### src/rtl/gpio_pkg.sv
// Shared GPIO definitions: word width, default debounce length, register
// offsets used by the GPIO block and its input-conditioning stage, and the
// debounce state type.
package gpio_pkg;

    localparam int GPIO_WIDTH        = 32;
    localparam int GPIO_DEBOUNCE_DEF = 16;

    // Register offsets shared with the GPIO block (0..8)
    localparam logic [3:0] GPIO_REG_DATA_IN  = 4'd0;
    localparam logic [3:0] GPIO_REG_DATA_OUT = 4'd1;
    localparam logic [3:0] GPIO_REG_DIR      = 4'd2;
    localparam logic [3:0] GPIO_REG_INT_EN   = 4'd3;
    localparam logic [3:0] GPIO_REG_INT_STAT = 4'd4;
    localparam logic [3:0] GPIO_REG_INT_CLR  = 4'd5;
    localparam logic [3:0] GPIO_REG_EDGE_SEL = 4'd6;
    localparam logic [3:0] GPIO_REG_POLARITY = 4'd7;
    localparam logic [3:0] GPIO_REG_LOAD     = 4'd8;

    typedef enum logic {
        IDLE   = 1'b0,
        SETTLE = 1'b1
    } sync_state_t;

endpackage

### src/rtl/gpio_sync_2ff.sv
// Two-stage synchroniser for an asynchronous pin word. q is d delayed by two
// clk edges; async active-low reset clears both stages.
module gpio_sync_2ff #(
    parameter int WIDTH = 32
) (
    input  logic             clk,
    input  logic             rst,
    input  logic [WIDTH-1:0] d,
    output logic [WIDTH-1:0] q
);

    logic [WIDTH-1:0] meta;

    // First stage may go metastable; second stage gives it a full cycle to resolve
    always_ff @(posedge clk or negedge rst) begin
        if (!rst) begin
            meta <= '0;
            q    <= '0;
        end else begin
            meta <= d;
            q    <= meta;
        end
    end

endmodule

### src/rtl/gpio_input_sync.sv
// GPIO input conditioning: synchronise raw pins, debounce the whole word and
// hand each accepted, changed value to the GPIO with a one-cycle load pulse
// plus the mask of bits that changed.
//
// Build option GPIO_SYNC_DEBOUNCE_EN:
//   defined   - word must hold unchanged for DEBOUNCE samples before acceptance
//   undefined - any synchronised change is accepted on the next edge, busy=0
//
// state  | meaning
// IDLE   | synchronised pins equal data_out, nothing pending
// SETTLE | a different value is being timed; any bit change restarts the window
module gpio_input_sync
    import gpio_pkg::*;
#(
    parameter int WIDTH    = GPIO_WIDTH,
    parameter int DEBOUNCE = GPIO_DEBOUNCE_DEF
) (
    input  logic             clk,
    input  logic             rst,
    input  logic [WIDTH-1:0] pin_in,
    output logic [WIDTH-1:0] data_out,
    output logic             load_pulse,
    output logic [WIDTH-1:0] change_mask,
    output logic             busy
);

    logic [WIDTH-1:0] s2;

    gpio_sync_2ff #(.WIDTH(WIDTH)) u_sync (
        .clk (clk),
        .rst (rst),
        .d   (pin_in),
        .q   (s2)
    );

`ifdef GPIO_SYNC_DEBOUNCE_EN

    localparam int CNT_W = $clog2(DEBOUNCE) + 1;
    localparam logic [CNT_W-1:0] CNT_ONE  = CNT_W'(1);
    localparam logic [CNT_W-1:0] CNT_LAST = CNT_W'(DEBOUNCE - 1);

    sync_state_t      state;
    logic [CNT_W-1:0] count;
    logic [WIDTH-1:0] candidate;

    // Debounce FSM: counter only runs in SETTLE and is cleared on every exit,
    // so it never passes DEBOUNCE-1
    always_ff @(posedge clk or negedge rst) begin
        if (!rst) begin
            state       <= IDLE;
            count       <= '0;
            candidate   <= '0;
            data_out    <= '0;
            change_mask <= '0;
            load_pulse  <= 1'b0;
            busy        <= 1'b0;
        end else begin
            load_pulse  <= 1'b0;
            change_mask <= '0;
            unique case (state)
                IDLE: begin
                    if (s2 != data_out) begin
                        candidate <= s2;
                        count     <= CNT_ONE;
                        state     <= SETTLE;
                        busy      <= 1'b1;
                    end
                end
                SETTLE: begin
                    if (s2 != candidate) begin
                        candidate <= s2;
                        count     <= CNT_ONE;
                    end else if (s2 == data_out) begin
                        count <= '0;
                        state <= IDLE;
                        busy  <= 1'b0;
                    end else if (count == CNT_LAST) begin
                        data_out    <= candidate;
                        change_mask <= candidate ^ data_out;
                        load_pulse  <= 1'b1;
                        count       <= '0;
                        state       <= IDLE;
                        busy        <= 1'b0;
                    end else begin
                        count <= count + CNT_ONE;
                    end
                end
                default: begin
                    count <= '0;
                    state <= IDLE;
                    busy  <= 1'b0;
                end
            endcase
        end
    end

`else

    // DEBOUNCE has no effect in this build
    logic unused_debounce;
    assign unused_debounce = ^(32'(DEBOUNCE));

    // Pass-through: every synchronised change is loaded on the following edge
    always_ff @(posedge clk or negedge rst) begin
        if (!rst) begin
            data_out    <= '0;
            change_mask <= '0;
            load_pulse  <= 1'b0;
        end else begin
            load_pulse  <= 1'b0;
            change_mask <= '0;
            if (s2 != data_out) begin
                data_out    <= s2;
                change_mask <= s2 ^ data_out;
                load_pulse  <= 1'b1;
            end
        end
    end

    assign busy = 1'b0;

`endif

endmodule

### config.mk
export PLATFORM = sky130hd
export DESIGN_NAME = gpio_input_sync
export DESIGN_NICKNAME = d
export VERILOG_FILES = /design/src/rtl/gpio_pkg.sv /design/src/rtl/gpio_sync_2ff.sv /design/src/rtl/gpio_input_sync.sv
export SDC_FILE = /design/constraint.sdc
export NUM_CORES = 1
export LEC_CHECK = 0
export ABC_AREA = 1
export CAP_MARGIN = 5
export CORE_MARGIN = 8
export CORE_UTILIZATION = 49
export DETAILED_ROUTE_END_ITERATION = 6
export PLACE_DENSITY = 0.79
export REMOVE_ABC_BUFFERS = 1
export SLEW_MARGIN = 10
export SYNTH_ARGS = -nofsm -noshare
export SYNTH_HDL_FRONTEND = slang
export SYNTH_SLANG_ARGS = --single-unit
### constraint.sdc
create_clock -name clk -period 1.3 [get_ports clk]
set_clock_uncertainty 0.15 [all_clocks]
set_input_delay 0.195 -clock clk [delete_from_list [all_inputs] [get_ports clk]]
set_output_delay 0.195 -clock clk [all_outputs]
set_load 0.02 [all_outputs]
==> results summary <==
The static leakage power came out at 3.26 nW. The maximum level of the CTS H-tree is 4. The initial utilization of the core area, before any placement, comes to just over 50%. The number of antenna violations at the first check in global routing came out at 0. The required time of the worst setup path came out at roughly 0.95 ns. On the critical path, the stage with the largest delay is an instance of sky130_fd_sc_hd__dfrtp_1. For flop-to-flop paths, the worst setup slack is -0.08 ns. The cell sitting at the root of the clock tree is a sky130_fd_sc_hd__clkbuf_8. For the worst flop-to-flop path, the logic depth is 9. The yosys synthesis warning count is 0. The setup TNS came out at -4.09 ns. In this run the critical register-to-register path is launched from data_out[14]. The wire-length estimate of the detail-placed layout is between 5000 and 6000 um. The number of endpoints with negative hold slack in the final report came out at 0. In this run the critical register-to-register path is captured at load_pulse. For this block, the initial DRC count from the detailed router was 39. The count of max-cap constraint violations is 0.

For this design, the sink count on the clock tree is approximately 130. Setup repair after global routing could not meet its margin everywhere. The highest net fanout along the worst path is 2. Ranked by total cell area, the synthesized netlist is headed by sky130_fd_sc_hd__dfrtp_1, sky130_fd_sc_hd__nand2_1, sky130_fd_sc_hd__inv_1, sky130_fd_sc_hd__clkbuf_1, sky130_fd_sc_hd__nor2_1. The routed layout has 2642 vias. The critical path goes through buf_6.

The flow ran to the end, but the final reports show violations. In this design, the stage delay of the slowest critical-path cell is 0.42 ns. Across the VDD grid, the largest voltage drop is between 1000 and 1500 uV. The global router's overall resource usage is between 10% and 20%.

sky130_fd_sc_hd__dfrtp_1 takes more of the synthesized area than any other cell. The pin count of the biggest net entering global routing is 41. The synthesized design devotes to its leading area cell type 77.6% of total area. The synthesized flop and latch total is between 100 and 150. The path class of the tightest hold or removal check is in2async. The netlist uses 9 different library cells. The most critical setup path has its startpoint at data_out[9]. The die area came out at 11700 um2. The maximum buffer depth of the clock tree came out at 2. On the critical path the largest part of the delay comes from flip-flops. The endpoint class of the critical path is an output port. The remaining design rule violation count is 0. Across the whole layout, storage elements account for about 3200 um2. The wire length reported by the detailed router is 8530 um.

Using the TritonRoute via totals, the vias-per-cell ratio works out to approximately 4.2. The critical path is of the reg2out type. At the end of the flow, the number of nets in the layout was between 500 and 600. The congestion estimate from routability-driven global placement came to between 0.6 and 0.7.

The number of input and output port buffers inserted came out at just under 100. The wire length per cell came out at approximately 14 um. The number of buffers inserted during clock tree synthesis came out at 17. The hold slack came out at about 0.04 ns. The via count of the first global-routing pass came out at between 2000 and 3000. The standard-cell row count came out at 33. The standard cell core area came out at about 8200 um2. The data arrival time of the critical path came out at ~1.1 ns.

The horizontal die dimension came out at ~110 um. The clock slew seen by the registers of the worst setup and hold paths is 0.06 ns. The top-level port count is 100. The count of placed standard cells including taps came out at approximately 560. The overall overflow remaining after global route is 0. 0 antenna diodes ended up in the layout. The layout has 483 filler cells. The source-to-sink clock delay at the later pin of the worst-skew pair came out at slightly below 0.5 ns.

In the layout the commonest cells are sky130_fd_sc_hd__dfrtp_1, sky130_fd_sc_hd__nand2_1, sky130_fd_sc_hd__inv_1, sky130_fd_sc_hd__buf_6, sky130_fd_sc_hd__clkdlybuf4s50_1. The worst setup path is launched from a flip-flop. After layout, the worst path uses 108% of the clock period. Dividing the synthesized area by the synthesized cell count gives about 11 um2.

Setup slack on the critical path of the routed design comes to -0.107 ns. The power density normalized to cell area came out at roughly 1500 nW/um2. The number of setup violations in the final report is 66.

The layout overhead on the synthesized area came out at 50.6%. The fraction of the yosys area taken by sequential cells is approximately 78%. TritonCTS built the clock tree. The achievable clock frequency came out at between 700 and 800 MHz. The detailed-routing iteration count for the pre-antenna-repair pass is 5. The leading cell type in the layout, fill and taps excluded is sky130_fd_sc_hd__dfrtp_1. The netlist area before placement is 4160 um2. After layout, the minimum clock period comes to 1.41 ns.

The number of buffer and inverter instances along the worst setup path is 1. The combined area of the multi-input logic cells is about 510 um2. The first global-routing pass estimated roughly 14000 um of wire. The fraction of final layout cells sized beyond drive strength 1 is 24.8%.

The total power of the final layout is approximately 9.3 mW. The post-route non-filler standard cell count came out at roughly 630. Measured along the y axis, the die boundary spans around 110 um. The number of cells produced by synthesis is 370. In this run the remaining antenna-violating nets after routing total 0.

The number of pins with negative max-slew slack in the final report came to 0. The checks that failed: negative setup slack.
cells in the mapped netlist:
library cell	instances
sky130_fd_sc_hd__xnor2_1	4
sky130_fd_sc_hd__dfrtp_1	129
sky130_fd_sc_hd__buf_4	1
sky130_fd_sc_hd__inv_1	88
sky130_fd_sc_hd__nor2_1	10
sky130_fd_sc_hd__clkbuf_1	32
sky130_fd_sc_hd__conb_1	1
sky130_fd_sc_hd__nand2_2	1
sky130_fd_sc_hd__nand2_1	104
final cells by class:
class	instances	share of cell area, %
sequential	129	51.5
timing repair buffer	153	25.1
multi-input combinational	120	8.13
clock buffer	18	6.67
inverter	88	5.27
tap	105	2.10
clock inverter	12	1.16
cells by family after synthesis:
kind of cell	synth area share [%]
xor+xnor	0.842
buf+inv	11.0
flops	77.6
other cells	0.0902
simple gates	10.4
timing repair:
action,CTS,global route
setup endpoints to repair,66,66
endpoints found under the hold margin,156,1
buffers inserted,10,1
hold buffers,28,1
pin swaps,2,8
gates resized for setup,387,6
through the flow:
| step | setup slack, ns | util, % | cell area, um2 |
|---|---|---|---|
| floorplan | 0.0778 | - | 4030 |
| detailed placement | -0.148 | 64.4 | 5290 |
| finish | -0.107 | 76.2 | 6260 |
| CTS | -0.129 | 75.7 | 6220 |
| global route | -0.229 | 76.2 | 6260 |
| global placement | -0.153 | 64.4 | 5290 |
sequential cells by signal, summed over array words and instances, names as in the netlist:
register	cells
data_out	32
change_mask	32
u_sync.meta	32
load_pulse	1
u_sync.q	32
worst max-delay path by stage:
stage | depth (start not counted) | slack [ns] | endpoint
2_1_floorplan | 6 | 0.08 | load_pulse
3_3_place_gp | 7 | -0.15 | load_pulse
3_5_place_dp | 7 | -0.15 | load_pulse
4_1_cts | 1 | -0.13 | data_out[3]
5_1_grt | 7 | -0.23 | load_pulse
6_report | 1 | -0.11 | data_out[9]
per-layer routing:
metal / track usage, % / up-vias / share of wire [%]
li1: - / 1287 / -
met1: 16.2 / 1256 / 37
met2: 26.9 / 85 / 53
met3: 6.60 / 14 / 8.5
met4: 6.44 / 0 / 1.3
met5: 0 / - / 0
power by group:
part / total [mW] / internal [mW] / switching, mW
Sequential: 4.39 / 4.25 / 0.141
Combinational: 1.00 / 0.521 / 0.481
Clock: 3.87 / 2.28 / 1.59
Power figures use the tool's default switching activity.
